<file path="src/rtl/teensy_tx_arbiter_if.sv">
// teensy_tx_arbiter_if: handshake bundle between two packet requesters, the packet
// arbiter and the byte-wide RS-232C transmitter.
//   Req0/Pkt0/Ack0  requester 0 packet handshake (Ack is a one-cycle pulse)
//   Req1/Pkt1/Ack1  requester 1 packet handshake
//   TransBusy       transmitter busy (t_busy)
//   EnTrans         one-cycle transmit strobe (te)
//   TransData       byte presented with EnTrans
//   Busy/Owner/Done arbiter status
// Modports: master = arbiter side, slave = requester/transmitter side.
interface teensy_tx_arbiter_if #(
  parameter int unsigned PKT_BYTES = 9
) ();
  logic                   Req0;
  logic [PKT_BYTES*8-1:0] Pkt0;
  logic                   Ack0;
  logic                   Req1;
  logic [PKT_BYTES*8-1:0] Pkt1;
  logic                   Ack1;
  logic                   TransBusy;
  logic                   EnTrans;
  logic [7:0]             TransData;
  logic                   Busy;
  logic                   Owner;
  logic                   Done;

  modport master (
    input  Req0, Pkt0, Req1, Pkt1, TransBusy,
    output Ack0, Ack1, EnTrans, TransData, Busy, Owner, Done
  );

  modport slave (
    output Req0, Pkt0, Req1, Pkt1, TransBusy,
    input  Ack0, Ack1, EnTrans, TransData, Busy, Owner, Done
  );
endinterface

</file>
<file path="src/rtl/teensy_tx_arbiter.sv">
// teensy_tx_arbiter: packet-level scheduler sharing one byte-wide RS-232C transmitter
// between two requesters. A granted packet is latched whole, then sent byte 0 first,
// one EnTrans strobe per byte, pacing on the transmitter's busy flag.
// Ports:
//   clk     system clock
//   rst     asynchronous active-high reset
//   arb_io  teensy_tx_arbiter_if.master (requester handshakes, transmitter handshake,
//           Busy/Owner/Done status); all outputs registered
// Configuration macro: TX_ARB_ROUND_ROBIN_EN
//   defined   - on a tie the requester not served last wins (first tie goes to 0)
//   undefined - fixed priority, requester 0 wins ties
module teensy_tx_arbiter #(
  parameter int unsigned PKT_BYTES    = 9,
  parameter int unsigned GUARD_CYCLES = 2
) (
  input logic                 clk,
  input logic                 rst,
  teensy_tx_arbiter_if.master arb_io
);
  localparam int unsigned PktW = PKT_BYTES * 8;
  localparam int unsigned CntW = (PKT_BYTES > 1) ? $clog2(PKT_BYTES) : 1;
  localparam int unsigned GrdW = $clog2(GUARD_CYCLES + 1);
  localparam logic [CntW-1:0] LastIdx   = CntW'(PKT_BYTES - 1);
  localparam logic [GrdW-1:0] GuardLoad = GrdW'(GUARD_CYCLES);

  typedef enum logic [1:0] {StIdle, StHold, StWait} state_e;

  state_e          state_q, state_d;
  logic [PktW-1:0] shift_q, shift_d;
  logic [CntW-1:0] cnt_q, cnt_d;
  logic [GrdW-1:0] guard_q, guard_d;
  logic            ack0_q, ack0_d;
  logic            ack1_q, ack1_d;
  logic            en_q, en_d;
  logic [7:0]      data_q, data_d;
  logic            busy_q, busy_d;
  logic            owner_q, owner_d;
  logic            done_q, done_d;
  logic            grant0, grant1;

`ifdef TX_ARB_ROUND_ROBIN_EN
  logic last_q, last_d;
  // last_q = requester served last; a tie goes to the other one
  assign grant1 = arb_io.Req1 && (!arb_io.Req0 || !last_q);
`else
  assign grant1 = arb_io.Req1 && !arb_io.Req0;
`endif
  assign grant0 = arb_io.Req0 && !grant1;

  always_comb begin
    state_d = state_q;
    shift_d = shift_q;
    cnt_d   = cnt_q;
    guard_d = guard_q;
    ack0_d  = 1'b0;
    ack1_d  = 1'b0;
    en_d    = 1'b0;
    data_d  = data_q;
    owner_d = owner_q;
    done_d  = 1'b0;
`ifdef TX_ARB_ROUND_ROBIN_EN
    last_d  = last_q;
`endif
    unique case (state_q)
      StIdle: begin
        if (!arb_io.TransBusy && (grant0 || grant1)) begin
          shift_d = grant1 ? arb_io.Pkt1 : arb_io.Pkt0;
          ack0_d  = grant0;
          ack1_d  = grant1;
          owner_d = grant1;
`ifdef TX_ARB_ROUND_ROBIN_EN
          last_d  = grant1;
`endif
          en_d    = 1'b1;
          data_d  = shift_d[7:0];
          cnt_d   = '0;
          guard_d = GuardLoad;
          state_d = StHold;
        end
      end
      StHold: begin
        // TransBusy is ignored here: the transmitter may not have raised it yet
        if (guard_q == '0) begin
          state_d = StWait;
        end else begin
          guard_d = guard_q - GrdW'(1);
        end
      end
      StWait: begin
        if (!arb_io.TransBusy) begin
          if (cnt_q == LastIdx) begin
            done_d  = 1'b1;
            state_d = StIdle;
          end else begin
            shift_d = shift_q >> 8;
            data_d  = shift_d[7:0];
            cnt_d   = cnt_q + CntW'(1);
            en_d    = 1'b1;
            guard_d = GuardLoad;
            state_d = StHold;
          end
        end
      end
      default: state_d = StIdle;
    endcase
    busy_d = (state_d != StIdle);
  end

  always_ff @(posedge clk or posedge rst) begin
    if (rst) begin
      state_q <= StIdle;
      shift_q <= '0;
      cnt_q   <= '0;
      guard_q <= '0;
      ack0_q  <= 1'b0;
      ack1_q  <= 1'b0;
      en_q    <= 1'b0;
      data_q  <= '0;
      busy_q  <= 1'b0;
      owner_q <= 1'b0;
      done_q  <= 1'b0;
`ifdef TX_ARB_ROUND_ROBIN_EN
      last_q  <= 1'b1;
`endif
    end else begin
      state_q <= state_d;
      shift_q <= shift_d;
      cnt_q   <= cnt_d;
      guard_q <= guard_d;
      ack0_q  <= ack0_d;
      ack1_q  <= ack1_d;
      en_q    <= en_d;
      data_q  <= data_d;
      busy_q  <= busy_d;
      owner_q <= owner_d;
      done_q  <= done_d;
`ifdef TX_ARB_ROUND_ROBIN_EN
      last_q  <= last_d;
`endif
    end
  end

  assign arb_io.Ack0      = ack0_q;
  assign arb_io.Ack1      = ack1_q;
  assign arb_io.EnTrans   = en_q;
  assign arb_io.TransData = data_q;
  assign arb_io.Busy      = busy_q;
  assign arb_io.Owner     = owner_q;
  assign arb_io.Done      = done_q;
endmodule

</file>
<file path="src/flat_wrapper.sv">
// flat-port wrapper written by rule: the top's interface ports become plain ports
module teensy_tx_arbiter_flat 
#(
  parameter int unsigned PKT_BYTES    = 9,
  parameter int unsigned GUARD_CYCLES = 2
)
  (clk, rst, arb_io_Req0, arb_io_Pkt0, arb_io_Req1, arb_io_Pkt1, arb_io_TransBusy, arb_io_Ack0, arb_io_Ack1, arb_io_EnTrans, arb_io_TransData, arb_io_Busy, arb_io_Owner, arb_io_Done);
  teensy_tx_arbiter_if #(.PKT_BYTES(PKT_BYTES)) arb_io_i ();
  input logic clk;
  input logic rst;
  input wire logic [$bits(arb_io_i.Req0)-1:0] arb_io_Req0;
  input wire logic [$bits(arb_io_i.Pkt0)-1:0] arb_io_Pkt0;
  input wire logic [$bits(arb_io_i.Req1)-1:0] arb_io_Req1;
  input wire logic [$bits(arb_io_i.Pkt1)-1:0] arb_io_Pkt1;
  input wire logic [$bits(arb_io_i.TransBusy)-1:0] arb_io_TransBusy;
  output wire logic [$bits(arb_io_i.Ack0)-1:0] arb_io_Ack0;
  output wire logic [$bits(arb_io_i.Ack1)-1:0] arb_io_Ack1;
  output wire logic [$bits(arb_io_i.EnTrans)-1:0] arb_io_EnTrans;
  output wire logic [$bits(arb_io_i.TransData)-1:0] arb_io_TransData;
  output wire logic [$bits(arb_io_i.Busy)-1:0] arb_io_Busy;
  output wire logic [$bits(arb_io_i.Owner)-1:0] arb_io_Owner;
  output wire logic [$bits(arb_io_i.Done)-1:0] arb_io_Done;
  assign arb_io_i.Req0 = arb_io_Req0;
  assign arb_io_i.Pkt0 = arb_io_Pkt0;
  assign arb_io_i.Req1 = arb_io_Req1;
  assign arb_io_i.Pkt1 = arb_io_Pkt1;
  assign arb_io_i.TransBusy = arb_io_TransBusy;
  assign arb_io_Ack0 = arb_io_i.Ack0;
  assign arb_io_Ack1 = arb_io_i.Ack1;
  assign arb_io_EnTrans = arb_io_i.EnTrans;
  assign arb_io_TransData = arb_io_i.TransData;
  assign arb_io_Busy = arb_io_i.Busy;
  assign arb_io_Owner = arb_io_i.Owner;
  assign arb_io_Done = arb_io_i.Done;
  teensy_tx_arbiter #(.PKT_BYTES(PKT_BYTES), .GUARD_CYCLES(GUARD_CYCLES)) u_core (.clk(clk), .rst(rst), .arb_io(arb_io_i));
endmodule
</file>
<file path="config.mk">
export PLATFORM = sky130hd
export DESIGN_NAME = teensy_tx_arbiter_flat
export DESIGN_NICKNAME = d
export VERILOG_FILES = /design/src/rtl/teensy_tx_arbiter_if.sv /design/src/rtl/teensy_tx_arbiter.sv /design/src/flat_wrapper.sv
export SDC_FILE = /design/constraint.sdc
export NUM_CORES = 1
export LEC_CHECK = 0
export ABC_AREA = 1
export ABC_CLOCK_PERIOD_IN_PS = 4400
export BUFFER_PORTS_ARGS = -buffer_cell sky130_fd_sc_hd__buf_2
export CORE_MARGIN = 5
export CORE_UTILIZATION = 57
export CTS_BUF_LIST = sky130_fd_sc_hd__clkbuf_8 sky130_fd_sc_hd__clkbuf_16
export CTS_CLUSTER_SIZE = 16
export DETAILED_ROUTE_END_ITERATION = 7
export PLACE_DENSITY = 0.87
export SETUP_SLACK_MARGIN = 0.2
export SYNTH_ARGS = -nofsm -noshare
export SYNTH_HDL_FRONTEND = slang
export SYNTH_SLANG_ARGS = --single-unit
</file>
<file path="constraint.sdc">
create_clock -name clk -period 4.4 [get_ports clk]
set_clock_uncertainty 0.05 [all_clocks]
set_input_delay 0.44 -clock clk [delete_from_list [all_inputs] [get_ports clk]]
set_output_delay 0.44 -clock clk [all_outputs]
set_load 0.03 [all_outputs]
</file>
* Word-level counts from Yosys, hierarchy flattened
Cells that the tools add are included.
** Storage, ports and cells
- Register bits :: 94
- Bits in latches :: 0
- Bits in writable memories :: 0
- Bits in read-only memories :: 0
- Input port bits :: 149
- Output and inout port bits :: 14
- Word-level logic and storage cells :: 69
- Memories :: 0
** Cells by class
- $add $sub $neg :: 2
- $mul :: 0
- Div/mod/pow operators :: 0
- Order comparisons :: 0
- Equal/unequal tests :: 7
- Shift operators :: 0
- Multiplexer cells :: 34
- Bitwise logic cells :: 0
- Reductions and logical operators :: 15
** Operator list (number)
- two-way mux 72 bit :: 4
- one-hot mux 72 bit (2 select lines) :: 1
- two-way mux 8 bit :: 3
- one-hot mux 8 bit (2 select lines) :: 1
- two-way mux 2 bit :: 7
- two-way mux 4 bit :: 3
- one-hot mux 2 bit (3 select lines) :: 2
- two-way mux 1 bit :: 11
- one-hot mux 4 bit (2 select lines) :: 1
- != test 2 bit (second input constant) :: 3
- AND reduction 5 bit :: 1
- adder 4 x 1 -> 4 bit (second input constant) :: 1
- equality test 4 bit (second input constant) :: 1
- zero test 2 bit :: 2
- AND reduction 4 bit :: 1
- nonzero test 2 bit :: 2
- logical AND 1 bit :: 3
- zero test 1 bit :: 3
- nonzero test 3 bit :: 1
- equality test 2 x 1 -> 1 bit (second input constant) :: 1
- equality test 2 bit (second input constant) :: 1
- != test 2 x 1 -> 1 bit (second input constant) :: 1
- one-hot mux 1 bit (2 select lines) :: 1
- AND reduction 2 bit :: 1
- 2 further kinds :: 2

* Logic depth before layout (Yosys ltp)
Gate-level depths: netlist of run 1.
- Depth after elaboration :: 9
- Mapped depth :: 9
- Depth with buffers taken out :: 7

* Least setup slack after synthesis of run 1
OpenSTA, ideal clock, no wires.
- Kind :: register to register
- Start :: reg u_core.cnt_q[0]
- End :: reg u_core.shift_q[13]
- Setup time :: 117 ps
- Data arrival time :: 1253 ps
- Required time :: 4233 ps
- Slack :: 2980 ps
- Stages on the path, launching flop included :: 9
- Path buffers :: 2
- Clock period less this slack :: 1420 ps
- Cell sequence :: dfrtp_1 > inv_1 > ha_1 > nand3_1 > nand2_2 > buf_6 > buf_2 > nand3_1 > nand2_1
** On the way
- Longest elaborated chain between the ends :: 3
** RTL lines
- start: declaration :: RTL line teensy_tx_arbiter.sv:30 : logic [CntW-1:0] cnt_q, cnt_d;
- start signal: assignment :: RTL line teensy_tx_arbiter.sv:128 : cnt_q <= cnt_d;
- equality test 4 bit :: RTL line teensy_tx_arbiter.sv:91 : if (cnt_q == LastIdx) begin
- != test 2 bit (no line)
- AND reduction 4 bit (no line)
- end signal: assignment :: RTL line teensy_tx_arbiter.sv:127 : shift_q <= shift_d;
- end: declaration :: RTL line teensy_tx_arbiter.sv:29 : logic [PktW-1:0] shift_q, shift_d;
No other way between the ends.
A chain may end at the register's enable or synchronous reset.

* Worst setup path in the final report of run 1
- Start :: reg u_core.state_q[0]
- End :: reg u_core.shift_q[13]
** On the way
- Longest elaborated chain between the ends :: 3
- Elaborated cells on any way between the ends :: 8
- Classes of those cells :: 4 x eq/ne; 1 x mux; 3 x reduce/logical
** RTL lines
- start: declaration :: RTL line teensy_tx_arbiter.sv:28 : state_e state_q, state_d;
- start signal: assignment :: RTL line teensy_tx_arbiter.sv:111 : state_q <= StIdle;
- start signal: assignment :: RTL line teensy_tx_arbiter.sv:126 : state_q <= state_d;
- equality test 2 bit or zero test 2 bit (tied branches) :: RTL line teensy_tx_arbiter.sv:64 : unique case (state_q)
- != test 2 bit (no line), or another cell as far along
- AND reduction 4 bit (no line)
Several ways; a longest one is shown, not always the timed one.

==> results.tsv, run 1 <==
metric	value	unit
Data required, critical path	4650	ps
overall via count from detail_route	5709	
DRC marker count from the first detailed-route iteration	376	
share of flip-flops with an asynchronous set or reset	100	%
post-synthesis cell type with the largest combined area	sky130_fd_sc_hd__dfrtp_1	
crit-path cells	inv_2 -> nand2_2 -> buf_4 -> inv_2 -> nand2_1 -> nand2_1 -> nand2_1 -> nand2_1	
overall global routing resource usage	24.1	%
family with the most delay on the worst path	buffers and inverters	
clock latency at the later pin of the worst-skew pair	360	ps
setup TNS after final layout	0	ps
first-pass GRT wire length	23.3	mm
die outline area	12000	um2
DP HPWL	9.51	mm
boundary pin count	163	
Post-CTS Repair Setup Buffers	0	
Die Span X	109	um
critical setup path kind	reg2reg	
number of nets produced by synthesis	1041	
Pwr Density	493	nW/um2
Commonest cells post-synth	sky130_fd_sc_hd__nand2_1 (344), sky130_fd_sc_hd__nand3_1 (207), sky130_fd_sc_hd__inv_1 (139), sky130_fd_sc_hd__dfrtp_1 (86), sky130_fd_sc_hd__buf_2 (31)	
cell area after technology mapping	5620	um2
initial core utilization	58.1	%
Worst-path clk slew	90	ps
count of buffering cells on the critical path with inverters included	3	
maximum number of pins on one net before global-route repair	88	
transition time at the pin with the least slew margin	1070	ps
H-Tree Depth	3	
top post-synthesis cells by area	sky130_fd_sc_hd__dfrtp_1 (38%), sky130_fd_sc_hd__nand2_1 (23%), sky130_fd_sc_hd__nand3_1 (18%)	
fraction of final layout cells with drive strength greater than 1	19.3	%
final clock period utilization by the worst path	56.2	%
number of flops mapped to enable cells by yosys	0	
GP Congestion	0.801	
Final Net Count	1152	
number of global-route vias before repair	5277	
total power consumption of the routed design	3.22	mW
Max FO, Critical Path	67	
CTS hold repair buffers	0	
detailed-route DRC error count	0	
Core Area	9680	um2
FMAX	404	MHz
CTS tree	done	
relative contribution of the clock network to total power	19.3	%
hold crit path type	in2async	
share of Yosys cell area claimed by the top area cell type	38.3	%
number of distinct library cells after synthesis	22	
syn_area_per_cell	6.33	um2
remaining max-slew budget at the tightest pin	28.6	%
number of antenna violations at the first check in global routing	0	
count of TritonRoute iterations in the first routing pass	5	
most repeated cell in the gate-level netlist after synthesis	sky130_fd_sc_hd__nand2_1	
Final Critical Period	2470	ps
worst vdd rail ir drop	574	uV
P_int	1.90	mW
average vias per placed instance	5.02	
number of port buffers	162	
antenna violation net count after detailed routing	0	
number of max-cap violations	0	
CTS resizes	0	
Inst Count DP	1122	
reported net switching power	1.32	mW
synthesis-stage register bit count	86	
filler cell count	878	
critical path's most frequent cell	sky130_fd_sc_hd__nand2_1	
share of total power in sequential cells	42.3	%
final setup violation count	0	
drt total wl	14.2	mm
remaining global-route overflow	0	
fin cells	1138	
die height	109	um
Yosys warning count	0	
clock root buffer master	sky130_fd_sc_hd__clkbuf_8	
max-slew violation count	0	
multi-input combinational cell area	2580	um2
clk sink count	86	
area taken by flip-flops and latches	2150	um2
setup repair after global routing missed its margin	no	
P&R area growth vs syn	16.0	%
Primary FF master, synth	sky130_fd_sc_hd__dfrtp_1	
Post-DP Area	6300	um2
count of inserted antenna diode cells	0	
power share of the combinational group	38.3	%
deepest clock path buffer count	2	
static leakage power	4.09	nW
Routed WL per cell	12.5	um
Switching Fraction	41.0	%
critical path data arrival time	2720	ps
Critical Path Start Type	flip-flop	
CP peak stage delay	850	ps
number of rows in the core area	36	
status	complete, no violations	
share of synthesized area occupied by flip-flops and latches	38.3	%
element type at the critical path end	flip-flop	
final std cell area, no fill	6520	um2
synthesized netlist cell count	889	
cell type of the slowest stage on the worst timing path	sky130_fd_sc_hd__inv_2	
number of hold violations in the final report	0	
CTS Buf Count	9	
-- worst reg2reg max path: stages, from the launching register on --
cell and delay, ps:
sky130_fd_sc_hd__dfrtp_1 400, sky130_fd_sc_hd__inv_2 90, sky130_fd_sc_hd__nand2_2 200, sky130_fd_sc_hd__buf_4 380
sky130_fd_sc_hd__inv_2 880, sky130_fd_sc_hd__nand2_1 150, sky130_fd_sc_hd__nand2_1 120, sky130_fd_sc_hd__nand2_1 60
sky130_fd_sc_hd__nand2_1 90
-- logic make-up after synthesis --
group / count (synthesis) / share of synthesized area [%]
AOI/OAI and AO/OA: 18 / 1.74
xor gates and xnor gates: 1 / 0.156
adders and majority gates: 3 / 0.667
and+or+nand+nor: 570 / 43.2
DFF: 86 / 38.3
buffers and inverters: 211 / 16.0
-- placed cells by master (no fill, tap or decap) --
master,n
sky130_fd_sc_hd__inv_6,1
sky130_fd_sc_hd__o21ai_0,10
sky130_fd_sc_hd__o22ai_1,6
sky130_fd_sc_hd__nor3_1,2
sky130_fd_sc_hd__nand2_4,1
sky130_fd_sc_hd__clkbuf_8,9
sky130_fd_sc_hd__nor2_1,9
sky130_fd_sc_hd__inv_2,3
sky130_fd_sc_hd__nand2_1,343
sky130_fd_sc_hd__buf_4,7
sky130_fd_sc_hd__xnor2_1,1
sky130_fd_sc_hd__clkinv_2,2
sky130_fd_sc_hd__bufinv_16,2
sky130_fd_sc_hd__dfrtp_1,86
sky130_fd_sc_hd__nand3_1,207
sky130_fd_sc_hd__clkinv_4,1
sky130_fd_sc_hd__a21oi_1,1
sky130_fd_sc_hd__inv_1,138
sky130_fd_sc_hd__nand2_2,3
sky130_fd_sc_hd__buf_2,162
sky130_fd_sc_hd__o21ai_1,1
sky130_fd_sc_hd__nand3_4,1
sky130_fd_sc_hd__ha_1,3
sky130_fd_sc_hd__nand4_1,4
sky130_fd_sc_hd__clkinvlp_4,2
-- flip-flops by register name, summed over array words and instances (netlist names), 2 cells and up --
name / cells
u_core.shift_q: 65
u_core.arb_io.TransData: 7
u_core.cnt_q: 4
u_core.guard_q: 2
u_core.state_q: 2
-- final timing paths --
| check | start | to | slack (ps) | cells after the start |
|---|---|---|---|---|
| max in group asynchronous | rst | u_core.shift_q[53]$_DFFE_PP0P_ | 3130 | 3 |
| min in group clk | arb_io_TransBusy | u_core.arb_io.Done$_DFF_PP0_ | 290 | 2 |
| hold reg to reg | u_core.arb_io.Owner$_DFFE_PP0P_ | u_core.arb_io.Owner$_DFFE_PP0P_ | 460 | 2 |
| setup / recovery | u_core.state_q[0]$_DFF_PP0_ | u_core.shift_q[13]$_DFFE_PP0P_ | 1930 | 8 |
| hold / removal | rst | u_core.shift_q[50]$_DFFE_PP0P_ | 140 | 2 |
| setup reg to reg | u_core.state_q[0]$_DFF_PP0_ | u_core.shift_q[13]$_DFFE_PP0P_ | 1930 | 8 |
-- power groups by stage --
stage	registers [mW]	logic (mW)	clock network (mW)
2_1_floorplan	1.33	0.995	0
3_3_place_gp	1.36	1.21	0
3_5_place_dp	1.37	1.24	0
4_1_cts	1.36	1.24	0.630
5_1_grt	1.40	1.41	0.665
6_report	1.36	1.23	0.622
-- cell type report --
type                       count  area share [%]
clock inverter                 7            1.50
tap                          133            2.55
inverter                     142            8.19
multi-input combinational    592            39.6
sequential                    86            33.0
timing repair buffer         169            13.2
clock buffer                   9            1.90
-- stage by stage --
stage / worst slack [ps] / util (%) / hold WS (ps)
floorplan: 1690 / - / 426
global placement: 1980 / 65.1 / 423
detailed placement: 1950 / 65.1 / 429
CTS: 1910 / 67.3 / 154
global route: 1690 / 67.3 / 183
finish: 1930 / 67.3 / 141
-- metal layers --
layer	GRT usage (%)	up-vias	wire (um)
met4	5.16	0	148
met1	31.8	2574	6050
met3	4.82	14	965
met5	0	-	0
li1	-	2937	-
met2	41.0	184	7020
(Power assumes the default switching activity.)
==> run 2: changes to the inputs <==
--- a/config.mk
+++ b/config.mk
@@ -6,14 +6,14 @@
 export NUM_CORES = 1
 export LEC_CHECK = 0
 export ABC_AREA = 1
-export ABC_CLOCK_PERIOD_IN_PS = 4400
+export ABC_CLOCK_PERIOD_IN_PS = 2300
 export BUFFER_PORTS_ARGS = -buffer_cell sky130_fd_sc_hd__buf_2
 export CORE_MARGIN = 5
-export CORE_UTILIZATION = 57
+export CORE_UTILIZATION = 53
 export CTS_BUF_LIST = sky130_fd_sc_hd__clkbuf_8 sky130_fd_sc_hd__clkbuf_16
 export CTS_CLUSTER_SIZE = 16
 export DETAILED_ROUTE_END_ITERATION = 7
-export PLACE_DENSITY = 0.87
+export PLACE_DENSITY = 0.81
 export SETUP_SLACK_MARGIN = 0.2
 export SYNTH_ARGS = -nofsm -noshare
 export SYNTH_HDL_FRONTEND = slang
==> constraint.sdc (replaced) <==
create_clock -name clk -period 2.3 [get_ports clk]
set_clock_uncertainty 0.05 [all_clocks]
set_input_delay 0.23 -clock clk [delete_from_list [all_inputs] [get_ports clk]]
set_output_delay 0.23 -clock clk [all_outputs]
set_load 0.03 [all_outputs]
==> run 2 against run 1 <==
  * Sequential power is 89% higher
  * Clock-buffer cell count increased by 1
  * Power grew 86%
  * Routed wire length decreased by 0.75%
  * Maximum frequency is 38% higher
==> results.tsv, run 2 (same netlist as run 1, synthesis figures left out) <==
metric	value	unit
count of TritonRoute iterations in the first routing pass	5	
drt total wl	14.1	mm
P&R area growth vs syn	17.6	%
CTS tree	done	
hold crit path type	in2reg	
GP Congestion	0.806	
Core Area	10300	um2
Most flops, register	u_core.shift_q	
Final Critical Period	1790	ps
most used cells in the layout excluding fill and tap cells	sky130_fd_sc_hd__nand2_1 (343), sky130_fd_sc_hd__nand3_1 (207), sky130_fd_sc_hd__buf_2 (162)	
final clock period utilization by the worst path	78.0	%
overall via count from detail_route	5695	
Pwr Density	906	nW/um2
final core area utilization	64.1	%
DRC marker count from the first detailed-route iteration	373	
count of inserted antenna diode cells	0	
initial core utilization	54.5	%
DP HPWL	9.61	mm
static leakage power	4.13	nW
detailed-route DRC error count	0	
cell type of the slowest stage on the worst timing path	sky130_fd_sc_hd__dfrtp_1	
CP peak stage delay	420	ps
fraction of final layout cells with drive strength greater than 1	19.8	%
remaining global-route overflow	0	
max FFs per register	65	
Post-CTS Repair Setup Buffers	0	
area taken by flip-flops and latches	2150	um2
antenna violation net count after detailed routing	0	
Critical Path Start Type	flip-flop	
clk sink count	86	
clock root buffer master	sky130_fd_sc_hd__clkbuf_8	
number of rows in the core area	37	
deepest clock path buffer count	2	
average vias per placed instance	4.96	
Die Span X	113	um
critical path's most frequent cell	sky130_fd_sc_hd__nand2_1	
worst vdd rail ir drop	616	uV
number of port buffers	162	
final setup violation count	0	
FMAX	558	MHz
Max FO, Critical Path	28	
most frequent standard cell in the layout excluding fill and tap cells	sky130_fd_sc_hd__nand2_1	
transition time at the pin with the least slew margin	739	ps
number of max-cap violations	0	
maximum number of pins on one net before global-route repair	87	
number of antenna violations at the first check in global routing	0	
crit-path cells	inv_1 -> ha_1 -> nand3_1 -> nand2_2 -> nand2_4 -> buf_4 -> nand2_1 -> nand2_1	
clock latency at the later pin of the worst-skew pair	360	ps
H-Tree Depth	3	
Routed WL per cell	12.2	um
die outline area	12800	um2
number of global-route vias before repair	5435	
max-slew violation count	0	
Final Net Count	1160	
setup TNS after final layout	0	ps
filler cell count	1019	
overall global routing resource usage	22.0	%
die height	113	um
element type at the critical path end	flip-flop	
boundary pin count	163	
number of hold violations in the final report	0	
Data required, critical path	2550	ps
remaining max-slew budget at the tightest pin	50.8	%
first-pass GRT wire length	23.7	mm
critical setup path kind	reg2reg	
multi-input combinational cell area	2580	um2
status	complete, no violations	
CTS Buf Count	9	
critical path data arrival time	2040	ps
setup repair after global routing missed its margin	no	
Worst-path clk slew	90	ps
## run 2: cell types whose count changed in the layout (fill, tap and decap cells not counted), sizes merged
cell and delta:
buf +7, bufinv -2, clkbuf +1, clkinvlp +1, dlygate4sd3 +1
## run 2: report_power, final
| part | total, mW | switching [mW] | internal [mW] |
|---|---|---|---|
| Sequential | 2.57 | 0.379 | 2.19 |
| Combinational | 2.43 | 1.55 | 0.884 |
| Clock | 0.993 | 0.565 | 0.427 |
| Total | 5.99 | 2.49 | 3.50 |
## run 2: layout make-up
cell class                 instances  area share [%]
tap                              136            2.57
clock inverter                     6           0.700
sequential                        86            32.5
clock buffer                      10            2.08
timing repair buffer             177            14.9
multi-input combinational        592            39.1
inverter                         142            8.11
## run 2: metrics by stage
stage / worst slack [ps] / hold WS (ps) / cells / cell area [um2] / power (mW)
after CTS: 493 / 36.2 / 1149 / 6620 / 6.04
final: 506 / 57.0 / 1149 / 6620 / 5.99
after global placement: 550 / 352 / 1132 / 6420 / 4.97
after floorplan: 880 / 253 / 889 / 5630 / 4.46
after global routing: 370 / 49.9 / 1149 / 6620 / 6.51
after detailed placement: 514 / 349 / 1132 / 6420 / 5.03
## run 2: critical path: cells and delay by family, from the launching register on
kind	cells	cell delay (ps)
simple gates	5	690
flops	1	420
buf+inv	2	360
fa+ha+maj	1	190
## run 2: repair_timing
action,in CTS,in global routing
resized for setup,0,0
hold buffers,1,0
hold endpoints to repair,86,0
## run 2: per-layer routing
layer	vias up	part of all wire, %	track usage (%)
met5	-	0	0
li1	2952	-	-
met4	0	1.4	6.73
met3	16	5.7	3.53
met1	2581	43	27.8
met2	146	50	38.9
## run 2: path summary, 6_finish.rpt
check | slack (ps) | end | start | depth (start not counted)
max | 510 | u_core.shift_q[57]$_DFFE_PP0P_ | u_core.cnt_q[0]$_DFFE_PP0P_ | 8
min | 60 | u_core.arb_io.Done$_DFF_PP0_ | arb_io_TransBusy | 2
max reg2reg | 510 | u_core.shift_q[57]$_DFFE_PP0P_ | u_core.cnt_q[0]$_DFFE_PP0P_ | 8
min reg2reg | 460 | u_core.arb_io.Owner$_DFFE_PP0P_ | u_core.arb_io.Owner$_DFFE_PP0P_ | 2
max in group asynchronous | 1360 | u_core.guard_q[1]$_DFFE_PP0P_ | rst | 4
min in group asynchronous | 470 | u_core.arb_io.TransData[3]$_DFFE_PP0P_ | rst | 4
